`src/rtl/reg_arbiter_seq.sv`:
```
// Two-requester arbiter that sequences operations onto a shared 16-bit register.
// Optional REG_ARB_ROUND_ROBIN_EN selects round-robin arbitration instead of fixed priority.
//
// state | meaning
// IDLE  | waiting for a request; outputs quiet
// RUN   | driving the register (RegE=1) for the latched repeat count
// ACK   | one-cycle completion pulse to the owner
module reg_arbiter_seq (
  input  logic        Clock,
  input  logic        Reset,
  input  logic        Req0,
  input  logic        Req1,
  input  logic [1:0]  Op0,
  input  logic [1:0]  Op1,
  input  logic [15:0] Data0,
  input  logic [15:0] Data1,
  input  logic [3:0]  Cnt0,
  input  logic [3:0]  Cnt1,
  output logic        RegE,
  output logic [1:0]  RegFunSel,
  output logic [15:0] RegI,
  output logic        Ack0,
  output logic        Ack1,
  output logic        Busy,
  output logic        Owner
);

  typedef enum logic [1:0] {IDLE, RUN, ACK} state_t;

  state_t      state, state_nxt;
  logic [3:0]  cnt, cnt_nxt;
  logic [1:0]  op_q, op_nxt;
  logic [15:0] data_q, data_nxt;
  logic        owner_q, owner_nxt;
  logic        pick1;
  logic [1:0]  win_op;
  logic [3:0]  win_cnt;

  // On a conflict, requester 1 wins only when round robin says it is its turn.
`ifdef REG_ARB_ROUND_ROBIN_EN
  assign pick1 = Req1 & (~Req0 | ~owner_q);
`else
  assign pick1 = Req1 & ~Req0;
`endif

  assign win_op  = pick1 ? Op1 : Op0;
  assign win_cnt = pick1 ? Cnt1 : Cnt0;

  always_ff @(posedge Clock) begin
    if (!Reset) begin
      state   <= IDLE;
      cnt     <= 4'd0;
      op_q    <= 2'b00;
      data_q  <= 16'h0000;
      owner_q <= 1'b1;
    end else begin
      state   <= state_nxt;
      cnt     <= cnt_nxt;
      op_q    <= op_nxt;
      data_q  <= data_nxt;
      owner_q <= owner_nxt;
    end
  end

  always_comb begin
    state_nxt = state;
    cnt_nxt   = cnt;
    op_nxt    = op_q;
    data_nxt  = data_q;
    owner_nxt = owner_q;
    RegE      = 1'b0;
    RegFunSel = 2'b00;
    RegI      = 16'h0000;
    Ack0      = 1'b0;
    Ack1      = 1'b0;
    Busy      = (state != IDLE);
    case (state)
      IDLE: begin
        if (Req0 | Req1) begin
          owner_nxt = pick1;
          op_nxt    = win_op;
          data_nxt  = pick1 ? Data1 : Data0;
          // Load and clear take one cycle; a repeat count of zero still runs once.
          if (win_op[1] || win_cnt == 4'd0)
            cnt_nxt = 4'd1;
          else
            cnt_nxt = win_cnt;
          state_nxt = RUN;
        end
      end
      RUN: begin
        RegE      = 1'b1;
        RegFunSel = op_q;
        RegI      = data_q;
        if (cnt <= 4'd1) begin
          cnt_nxt   = 4'd0;
          state_nxt = ACK;
        end else begin
          cnt_nxt = cnt - 4'd1;
        end
      end
      ACK: begin
        Ack0      = ~owner_q;
        Ack1      = owner_q;
        state_nxt = IDLE;
      end
      default: state_nxt = IDLE;
    endcase
  end

  assign Owner = owner_q;

endmodule

```
`config.mk`:
```
export PLATFORM = sky130hd
export DESIGN_NAME = reg_arbiter_seq
export DESIGN_NICKNAME = d
export VERILOG_FILES = /design/src/rtl/reg_arbiter_seq.sv
export SDC_FILE = /design/constraint.sdc
export NUM_CORES = 1
export LEC_CHECK = 0
export CAP_MARGIN = 0
export CELL_PAD_IN_SITES_DETAIL_PLACEMENT = 0
export CELL_PAD_IN_SITES_GLOBAL_PLACEMENT = 2
export CORE_UTILIZATION = 25
export CTS_BUF_LIST = sky130_fd_sc_hd__clkbuf_16
export DETAILED_ROUTE_END_ITERATION = 6
export GPL_ROUTABILITY_DRIVEN = 0
export PLACE_DENSITY = 0.86
export SYNTH_ARGS = -nofsm -noshare
export SYNTH_HDL_FRONTEND = slang
export SYNTH_SLANG_ARGS = --single-unit
```
`constraint.sdc`:
```
create_clock -name Clock -period 3.2 [get_ports Clock]
set_input_delay 0.64 -clock Clock [delete_from_list [all_inputs] [get_ports Clock]]
set_output_delay 0.64 -clock Clock [all_outputs]
set_load 0.02 [all_outputs]
```
==> key figures <==
Setup path
  – Req. time, crit path: 2560 ps
  – Critical path capture point type: output pin
  – Register-to-register setup slack: approximately 1500 ps
  – Startpoint of the worst-slack reg-to-reg timing path: state[1]$_SDFFE_PN0P_
  – Capture instance of the worst register-to-register path: data_q[0]$_SDFFE_PN0P_
  – Start-to-end type of the worst setup path: reg2out
  – CP arrival: roughly 1900 ps
  – Register-to-Register Path Depth: 5
  – Worst-path fanout max: 22
  – Critical path launch point type: flip-flop

Min path
  – Hold Crit Class: reg2reg
  – Cells on Worst Hold Path: 1
  – Hold path endpoint: data_q[9]$_SDFFE_PN0P_
  – Startpoint of the worst hold path: data_q[9]$_SDFFE_PN0P_

Clocking
  – Post-cts repair resize count: 0
  – Master cell of the clock root buffer: sky130_fd_sc_hd__clkbuf_16
  – Clock latency at the later pin of the worst-skew pair: around 260 ps
  – Number of buffers inserted for hold repair after clock tree synthesis: 0
  – Worst-case clock buffer depth: 2
  – CTS HTree Levels: 1
  – # Post-CTS Setup Buffers: 0
  – Number of sinks on the clock net: 25
  – CTS tree: done
  – Number of CTS-inserted buffers: 3
  – Clock input transition at the sequential cells of the worst setup and hold paths: roughly 70 ps

STA
  – RSZ-0062 raised after global routing: no
  – Number of setup violations in the final report: 0
  – Headroom to the max-slew limit: 52.4%
  – Share of the clock period used by the worst path: between 70% and 80%
  – Slew Limit Fails: 0
  – Tightest Pin Transition: 713 ps
  – Setup Total Neg Slack: 0 ps
  – Worst-case clock skew: ~2.8 ps
  – Final Hold Viols: 0
  – Upper clock frequency limit: 0.392 GHz
  – Tmin final: 2550 ps

Pwr
  – Max rail drop VDD: 268 µV
  – Leak pwr: about 1.1 nW
  – Power per cell area: between 500 and 600 nW/µm²

GRT
  – Pin count of the biggest net entering global routing: 29
  – Antenna violations before repair: 0
  – Via count of the first global-routing pass: about 1,300
  – Overflow left after global routing: 0
  – Global-route wire length before repair: approximately 6000 µm
  – Total routing usage reported by global routing: 12.1%

Layout
  – Highest-count cells in the layout ignoring fill and taps: sky130_fd_sc_hd__clkdlybuf4s50_1, sky130_fd_sc_hd__dfxtp_1, sky130_fd_sc_hd__nand2_1, sky130_fd_sc_hd__mux2i_1
  – Area overhead of the layout relative to synthesis: 52.4%
  – Commonest non-fill, non-tap cell in the layout: sky130_fd_sc_hd__clkdlybuf4s50_1
  – Antenna diodes: 0
  – Ratio of cells with drive above 1 in the final layout: under 10%
  – Final core area utilization: about two fifths
  – Nets: around 270

Routing
  – Total via count after detailed routing: around 1,300
  – Total DRC errors in the routed layout: 0
  – Per-cell via count in the routed design: approximately 4.5
  – Antenna Violating Nets Remaining: 0
  – Drt pass-1 iters: 4
  – Average detailed-routed wire length per instance: approximately 12 µm
  – Routed Wire Length: roughly 3600 µm
  – Drt initial violations: between 40 and 50

Synthesis
  – Post-Synthesis Cell Area: ~1500 µm²
  – Number of synthesized flops with an enable pin: 0
  – Proportion of register bits with asynchronous set or reset after synthesis: 0%
  – Post-synth top flop: sky130_fd_sc_hd__dfxtp_1
  – Per-instance average area after synthesis: 9.44 µm²
  – Cell count after synthesis: ~160
  – Portion of the post-synthesis area used by sequential elements: between 30% and 40%
  – Share of Yosys cell area claimed by the top area cell type: between 30 and 40%
  – Cell variety after synth: 39
  – Net count after synthesis: ~210
  – Largest area contributor in the netlist: sky130_fd_sc_hd__dfxtp_1
  – Total of flip-flops plus latches after synthesis: 25
  – Number of warnings reported in the yosys synthesis log: 0
  – Main area contributors after synthesis: sky130_fd_sc_hd__dfxtp_1, sky130_fd_sc_hd__mux2i_1, sky130_fd_sc_hd__o211a_1, sky130_fd_sc_hd__and2_1, sky130_fd_sc_hd__nand2_1

Placement
  – Post-DP HPWL: about 2600 µm
  – Count of port buffers added during placement: 70

Die
  – Initial core utilization: about a quarter
  – Horizontal extent of the die: around 80 µm
  – Die height: slightly below 80 µm
  – Overall die area: around 6300 µm²
  – Number of top-level pins: 71
  – Total core area: about 5600 µm²
  – Num rows: 27

Job
  – Max-capacitance violation count: 0

Status
  – Outcome: completed
[worst max path at each step]
stage	endpoint	slack [ps]	cells past startpoint	startpoint
2_1_floorplan	RegFunSel[0]	1490	4	state[1]$_SDFFE_PN0P_
3_3_place_gp	data_q[13]$_SDFFE_PN0P_	890	5	Req0
3_5_place_dp	data_q[7]$_SDFFE_PN0P_	890	5	Req1
4_1_cts	RegI[11]	630	4	state[1]$_SDFFE_PN0P_
5_1_grt	RegI[9]	530	4	state[1]$_SDFFE_PN0P_
6_report	RegI[12]	650	4	state[1]$_SDFFE_PN0P_
[power breakdown]
group / switching, mW / total, mW / internal (mW)
clock: 0.111 / 0.280 / 0.168
sequential: 0.0481 / 0.428 / 0.380
combinational: 0.240 / 0.493 / 0.254
[worst max-delay path, cell delays in order, from the launching register on]
cell and delay, ps:
sky130_fd_sc_hd__dfxtp_1 330, sky130_fd_sc_hd__nand2b_2 240, sky130_fd_sc_hd__inv_2 290, sky130_fd_sc_hd__and2_1 190, sky130_fd_sc_hd__clkdlybuf4s50_1 600
[registers in the layout (all words and copies together) (netlist names)]
name    cells
cnt         4
Owner       1
op_q        2
data_q     16
state       2
[through the flow]
| stage | worst slack [ps] | hold slack (ps) | cells | power, mW | instance area [µm²] |
|---|---|---|---|---|---|
| 4_1_cts | 629 | 493 | 295 | 1.22 | 2290 |
| 2_1_floorplan | 1490 | 464 | 159 | 0.759 | 1500 |
| 6_report | 647 | 489 | 295 | 1.20 | 2290 |
| 3_5_place_dp | 892 | 478 | 291 | 0.932 | 2210 |
| 5_1_grt | 526 | 504 | 295 | 1.28 | 2290 |
| 3_3_place_gp | 890 | 471 | 291 | 0.931 | 2210 |
[synthesized netlist by cell type, types with 2 or more instances]
master,instances
sky130_fd_sc_hd__dfxtp_1,25
sky130_fd_sc_hd__nand2_1,20
sky130_fd_sc_hd__mux2i_1,19
sky130_fd_sc_hd__and2_1,18
sky130_fd_sc_hd__o211a_1,18
sky130_fd_sc_hd__inv_1,6
sky130_fd_sc_hd__buf_2,3
sky130_fd_sc_hd__buf_4,3
sky130_fd_sc_hd__buf_6,3
sky130_fd_sc_hd__nand3b_1,3
sky130_fd_sc_hd__nor2_1,3
sky130_fd_sc_hd__nor3_1,3
sky130_fd_sc_hd__o22ai_1,3
sky130_fd_sc_hd__buf_12,2
sky130_fd_sc_hd__clkbuf_1,2
sky130_fd_sc_hd__ha_1,2
sky130_fd_sc_hd__nor3_2,2
sky130_fd_sc_hd__o21a_1,2
sky130_fd_sc_hd__o311a_1,2
[logic make-up after synthesis]
kind of cell / after synthesis / share of synthesized area (%)
xor+xnor: 1 / 0.583
buf+inv: 20 / 9.67
simple gates: 58 / 21.6
mux: 19 / 12.7
flops: 25 / 33.3
fa+ha+maj: 2 / 1.67
compound gates: 34 / 20.5
[metal layers]
| metal | up-vias | wire length (µm) | global-route usage (%) |
|---|---|---|---|
| met2 | 36 | 1680 | 19.2 |
| met1 | 587 | 1740 | 15.9 |
| met5 | - | 0 | 0 |
| li1 | 695 | - | - |
| met4 | 0 | 23 | 3.27 |
| met3 | 2 | 202 | 3.43 |
[final cells by class]
class                      instances  area (µm²)
clock buffer                       3        75.1
clock inverter                     1        5.00
fill                             563        3350
inverter                           7        26.3
multi-input combinational        114         856
sequential                        25         500
tap                               72        90.1
timing repair buffer              73         736
No activity file was read; power rests on OpenSTA's default activity.
==> patch 1: new RTL, config.mk and constraints unchanged <==
The option `REG_ARB_ROUND_ROBIN_EN` is turned on by a define.
--- a/src/rtl/reg_arbiter_seq.sv
+++ b/src/rtl/reg_arbiter_seq.sv
@@ -5,6 +5,8 @@
 // IDLE  | waiting for a request; outputs quiet
 // RUN   | driving the register (RegE=1) for the latched repeat count
 // ACK   | one-cycle completion pulse to the owner
+`define REG_ARB_ROUND_ROBIN_EN
+
 module reg_arbiter_seq (
   input  logic        Clock,
   input  logic        Reset,
Function: changed (a bounded check fails within 10 cycles, from zero or initial values and one cycle with Reset low).
==> patch 1 against the original RTL <==
Cell area down 0.27%; setup slack worse by 0.14 ns; power decreased by 12%; register-to-register slack hardly changed; sequential cell count unchanged; die area fell by 3.3%; hold slack better by 0.0053 ns; sequential share of layout area up 0.060 points; wire length fell by 1.2%; critical path depth unchanged; area after synthesis decreased by 3.4%; clock skew barely moved; final cell count increased by 1.7%; via count grew 3.9%; largest cell class unchanged.
==> patch 1: results (changes against the original RTL) <==
\begin{tabular}{lr}
\hline
Metric & Value \\
\hline
\multicolumn{2}{l}{\textbf{Timing}} \\
\quad Worst slew pin tran & 0.584 ns (-0.130 ns) \\
\quad Final period utilization & 84.3\% (+4.5 points) \\
\quad Setup clock skew after layout & 0.00277 ns (-0.0000120 ns) \\
\quad Worst Hold Slack & 0.495 ns (+0.00533 ns) \\
\multicolumn{2}{l}{\textbf{GRT}} \\
\quad Overall track demand over capacity in global routing & 12.1\% (-0.075 points) \\
\quad Pin count of the biggest net entering global routing & 41 (+41\%) \\
\quad Number of global-route vias before repair & 1261 (-4.0\%) \\
\quad Global-route wire length before repair & 5.96 mm (-1.4\%) \\
\multicolumn{2}{l}{\textbf{Worst hold path}} \\
\quad Worst hold path cell count & 2 (+1) \\
\quad Worst Hold End & data\_q[5] \\
\multicolumn{2}{l}{\textbf{Logic synthesis}} \\
\quad Synth cell count leaders & 25 x sky130\_fd\_sc\_hd\_\_dfxtp\_1, 22 x sky130\_fd\_sc\_hd\_\_nor2\_1, 18 x sky130\_fd\_sc\_hd\_\_and2\_1, 18 x sky130\_fd\_sc\_hd\_\_mux2i\_1, 10 x sky130\_fd\_sc\_hd\_\_a211oi\_2 \\
\quad Ranking of synthesized cells by area & sky130\_fd\_sc\_hd\_\_dfxtp\_1 35\%, sky130\_fd\_sc\_hd\_\_mux2i\_1 12\%, sky130\_fd\_sc\_hd\_\_a211oi\_2 8.6\% \\
\quad Average cell area after synthesis & 9.01 um2 (-4.6\%) \\
\quad Mapped Nets & 211 (+0.96\%) \\
\quad Post-synthesis sequential area ratio & 34.5\% (+1.2 points) \\
\quad Number of distinct library cells after synthesis & 36 (-7.7\%) \\
\multicolumn{2}{l}{\textbf{Placement}} \\
\quad HPWL after DPL & 2.61 mm (-0.44\%) \\
\quad Post-Place Setup Slack & 0.738 ns (-0.154 ns) \\
\quad Placed Area & 0.00220 mm2 (-0.40\%) \\
\quad Instance count after placement with tap cells included & 296 (+1.7\%) \\
\multicolumn{2}{l}{\textbf{Clock network}} \\
\quad Post-CTS setup buffer count & 0 (unchanged) \\
\multicolumn{2}{l}{\textbf{Final layout}} \\
\quad Post-layout nets & 279 (+1.8\%) \\
\multicolumn{2}{l}{\textbf{Power and ir drop}} \\
\quad Peak supply drop & 0.214 mV (-20\%) \\
\quad Reported leakage power & 0.000860 uW (-22\%) \\
\multicolumn{2}{l}{\textbf{Outcome}} \\
\quad Outcome & complete, no violations \\
\multicolumn{2}{l}{\textbf{Route}} \\
\quad Detailed Routing Iterations Pass 1 & 5 (+1) \\
\quad Count of routing violations after the opening detailed-route iteration & 49 (+6.5\%) \\
\quad Vias/cell & 4.57 (+2.1\%) \\
\quad Average wire length per cell after detail routing & 12.0 um (-2.8\%) \\
\multicolumn{2}{l}{\textbf{Worst setup path}} \\
\quad Reg-to-Reg Start & cnt[1] \\
\quad R2R depth & 6 (+1) \\
\quad Critical Path AT & 2.06 ns (+0.15 ns) \\
\quad Critical Path Source & state[0] \\
\quad FF-to-FF End & cnt[0] \\
\hline
\end{tabular}
-- patch 1: cell count changes in the layout (fill, tap and decap cells not counted), moves of 3 or more --
cell and change:
sky130_fd_sc_hd__nor2_1 +19, sky130_fd_sc_hd__nand2_1 -18, sky130_fd_sc_hd__o211a_1 -18, sky130_fd_sc_hd__a211oi_2 +10
sky130_fd_sc_hd__a211oi_1 +9, sky130_fd_sc_hd__o21ai_0 +4, sky130_fd_sc_hd__nor3_1 +3, sky130_fd_sc_hd__o22ai_1 -3
sky130_fd_sc_hd__o31ai_1 +3
-- patch 1: final cells by class --
class | instances | area, um2
Fill cell | 565 | 3260
Clock buffer | 3 | 75.1
Tap cell | 72 | 90.1
Multi-Input combinational cell | 119 | 860
Sequential cell | 25 | 500
Inverter | 7 | 26.3
Clock inverter | 1 | 7.51
Timing Repair Buffer | 73 | 723
-- patch 1: routing by layer --
layer	up-vias	wire, um	global-route usage, %
met5	-	0	0
met4	0	34	3.89
met3	2	219	2.33
met2	51	1670	20.0
met1	610	1680	15.6
li1	708	-	-
-- patch 1: power by group --
| group | switching [uW] | internal, uW | total (uW) |
|---|---|---|---|
| Sequential | 30.6 | 361 | 392 |
| Combinational | 193 | 190 | 383 |
| Clock | 112 | 169 | 281 |
-- patch 1: worst min-delay path, stage by stage (launching register included) --
cell                       delay [ns]
sky130_fd_sc_hd__dfxtp_1         0.31
sky130_fd_sc_hd__nor2_1          0.09
sky130_fd_sc_hd__a211oi_1        0.05
-- patch 1: cell families after synthesis --
kind of cell	after synthesis	share of synthesized area, %
DFF	25	34.5
adders and majority gates	2	1.73
muxes	18	12.4
buffers and inverters	17	6.21
AOI/OAI and AO/OA	38	22.6
and+or+nand+nor	61	22.5
==> patch 2: new RTL, same flow settings <==
Made on the original files. Re-encode `state_t` (3 states) as one-hot, 3 bits wide.
--- a/src/rtl/reg_arbiter_seq.sv
+++ b/src/rtl/reg_arbiter_seq.sv
@@ -25,7 +25,7 @@
   output logic        Owner
 );
 
-  typedef enum logic [1:0] {IDLE, RUN, ACK} state_t;
+  typedef enum logic [2:0] {IDLE = 3'b001, RUN = 3'b010, ACK = 3'b100} state_t;
 
   state_t      state, state_nxt;
   logic [3:0]  cnt, cnt_nxt;
Function: same outputs for any inputs over 10 cycles, from zero or initial values and one cycle with Reset low; not proved beyond that.
==> patch 2 against the original RTL <==
Via count is 2.3% higher; sequential share of layout area rose by 0.54 points; sequential power decreased by 6.3%; sequential cell count rose by 1; critical path depth unchanged; area after synthesis decreased by 1.9%; cell area rose by 1.5%; non-clock buffer count is 2 higher; setup slack got worse by 0.29 ns; clock power fell by 1%; maximum frequency fell by 10%; power is 21% lower; wire length up 3.5%; critical path type unchanged; largest cell class unchanged; highest routed layer unchanged.
==> patch 2: results (changes against the original RTL) <==
\begin{tabular}{lr}
\hline
Metric & Value \\
\hline
\multicolumn{2}{l}{\textbf{Timing}} \\
\quad Slew margin rel. & 72.8\% (+20 points) \\
\quad Setup clock skew after layout & 0.00171 ns (-0.00107 ns) \\
\multicolumn{2}{l}{\textbf{Placement}} \\
\quad HPWL after DPL & 2.73 mm (+4.0\%) \\
\quad Instance count after placement with tap cells included & 299 (+2.7\%) \\
\multicolumn{2}{l}{\textbf{GRT}} \\
\quad Number of global-route vias before repair & 1324 (+0.76\%) \\
\quad Overall track demand over capacity in global routing & 12.3\% (+0.16 points) \\
\quad Pin count of the biggest net entering global routing & 25 (-14\%) \\
\quad Global-route wire length before repair & 6.10 mm (+0.91\%) \\
\multicolumn{2}{l}{\textbf{Route}} \\
\quad WL met2 & 1.64 mm (-2.3\%) \\
\quad Wl on met1 & 1.86 mm (+7.1\%) \\
\quad Vias/cell & 4.46 (-0.35\%) \\
\quad WL met3 & 250 um (+24\%) \\
\quad Total Wirelength & 3.77 mm (+3.5\%) \\
\quad Count of routing violations after the opening detailed-route iteration & 48 (+4.3\%) \\
\multicolumn{2}{l}{\textbf{Final layout}} \\
\quad Fraction of layout instances using a drive strength above 1 & 5.63\% (-1.5 points) \\
\quad Top flop regs & data\_q (16), cnt (4), state (3) \\
\quad Post-layout nets & 282 (+2.9\%) \\
\multicolumn{2}{l}{\textbf{Logic synthesis}} \\
\quad Post-synthesis sequential area ratio & 35.3\% (+2.0 points) \\
\quad Ranking of synthesized cells by area & sky130\_fd\_sc\_hd\_\_dfxtp\_1 35\%, sky130\_fd\_sc\_hd\_\_mux2i\_1 14\%, sky130\_fd\_sc\_hd\_\_o211a\_1 12\% \\
\quad Synth cell count leaders & 26 x sky130\_fd\_sc\_hd\_\_dfxtp\_1, 22 x sky130\_fd\_sc\_hd\_\_nand2\_1, 21 x sky130\_fd\_sc\_hd\_\_mux2i\_1 \\
\quad Mapped Nets & 215 (+2.9\%) \\
\quad Number of warning messages in the yosys log & 0 (unchanged) \\
\multicolumn{2}{l}{\textbf{Power and ir drop}} \\
\quad Sw Share & 27.5\% (-5.7 points) \\
\quad Peak supply drop & 0.253 mV (-5.5\%) \\
\multicolumn{2}{l}{\textbf{Outcome}} \\
\quad Outcome & complete, no violations \\
\hline
\end{tabular}
==> patch 2: area by class of cell <==
cell class / instances / area share [%]
multi-input cells: 118 / 37.2
repair buffers: 75 / 31.8
flip-flops and latches: 26 / 22.4
well taps: 72 / 3.88
clock buffers: 3 / 3.23
inverters: 8 / 1.29
clock inverters: 1 / 0.162
==> patch 2: logic make-up (layout without fill, tap and decap cells) <==
group / after synthesis / in the layout / synth area share, %
buffers and inverters: 21 / 87 / 5.95
and+or+nand+nor: 62 / 62 / 22.9
DFF: 26 / 26 / 35.3
AOI/OAI and AO/OA: 33 / 33 / 19.9
muxes: 21 / 21 / 14.3
adders and majority gates: 2 / 2 / 1.70
==> patch 2: final timing paths <==
| check | cells past startpoint | from | to | slack [ns] |
|---|---|---|---|---|
| setup / recovery | 4 | state[1] | RegI[11] | 0.36 |
| hold / removal | 1 | data_q[15] | data_q[15] | 0.49 |
| setup reg to reg | 5 | state[1] | cnt[1] | 1.32 |
| hold reg to reg | 1 | data_q[15] | data_q[15] | 0.49 |
==> patch 2: per-stage QoR <==
step           worst slack [ns]  util, %
3_5_place_dp              0.627     40.0
4_1_cts                   0.326     41.4
2_1_floorplan              1.06        -
5_1_grt                   0.246     41.4
6_report                  0.358     41.4
3_3_place_gp              0.648     40.0
==> patch 2: power by group through the flow <==
stage	Clock, uW	Combinational, uW	Sequential [uW]
2_1_floorplan	0	170	401
3_3_place_gp	0	277	409
3_5_place_dp	0	279	407
4_1_cts	287	281	401
5_1_grt	300	306	408
6_report	276	276	401
==> patch 2: worst max-delay path, cell delays in order, from the launching register on <==
cell	delay, ns
sky130_fd_sc_hd__dfxtp_1	0.38
sky130_fd_sc_hd__or3b_1	0.44
sky130_fd_sc_hd__inv_2	0.32
sky130_fd_sc_hd__and2_1	0.18
sky130_fd_sc_hd__clkdlybuf4s50_1	0.62
==> patch 2: layer usage <==
metal	track usage, %	vias up
li1	-	713
met1	16.2	594
met2	20.2	42
met3	2.87	2
met4	2.78	0
met5	0	-
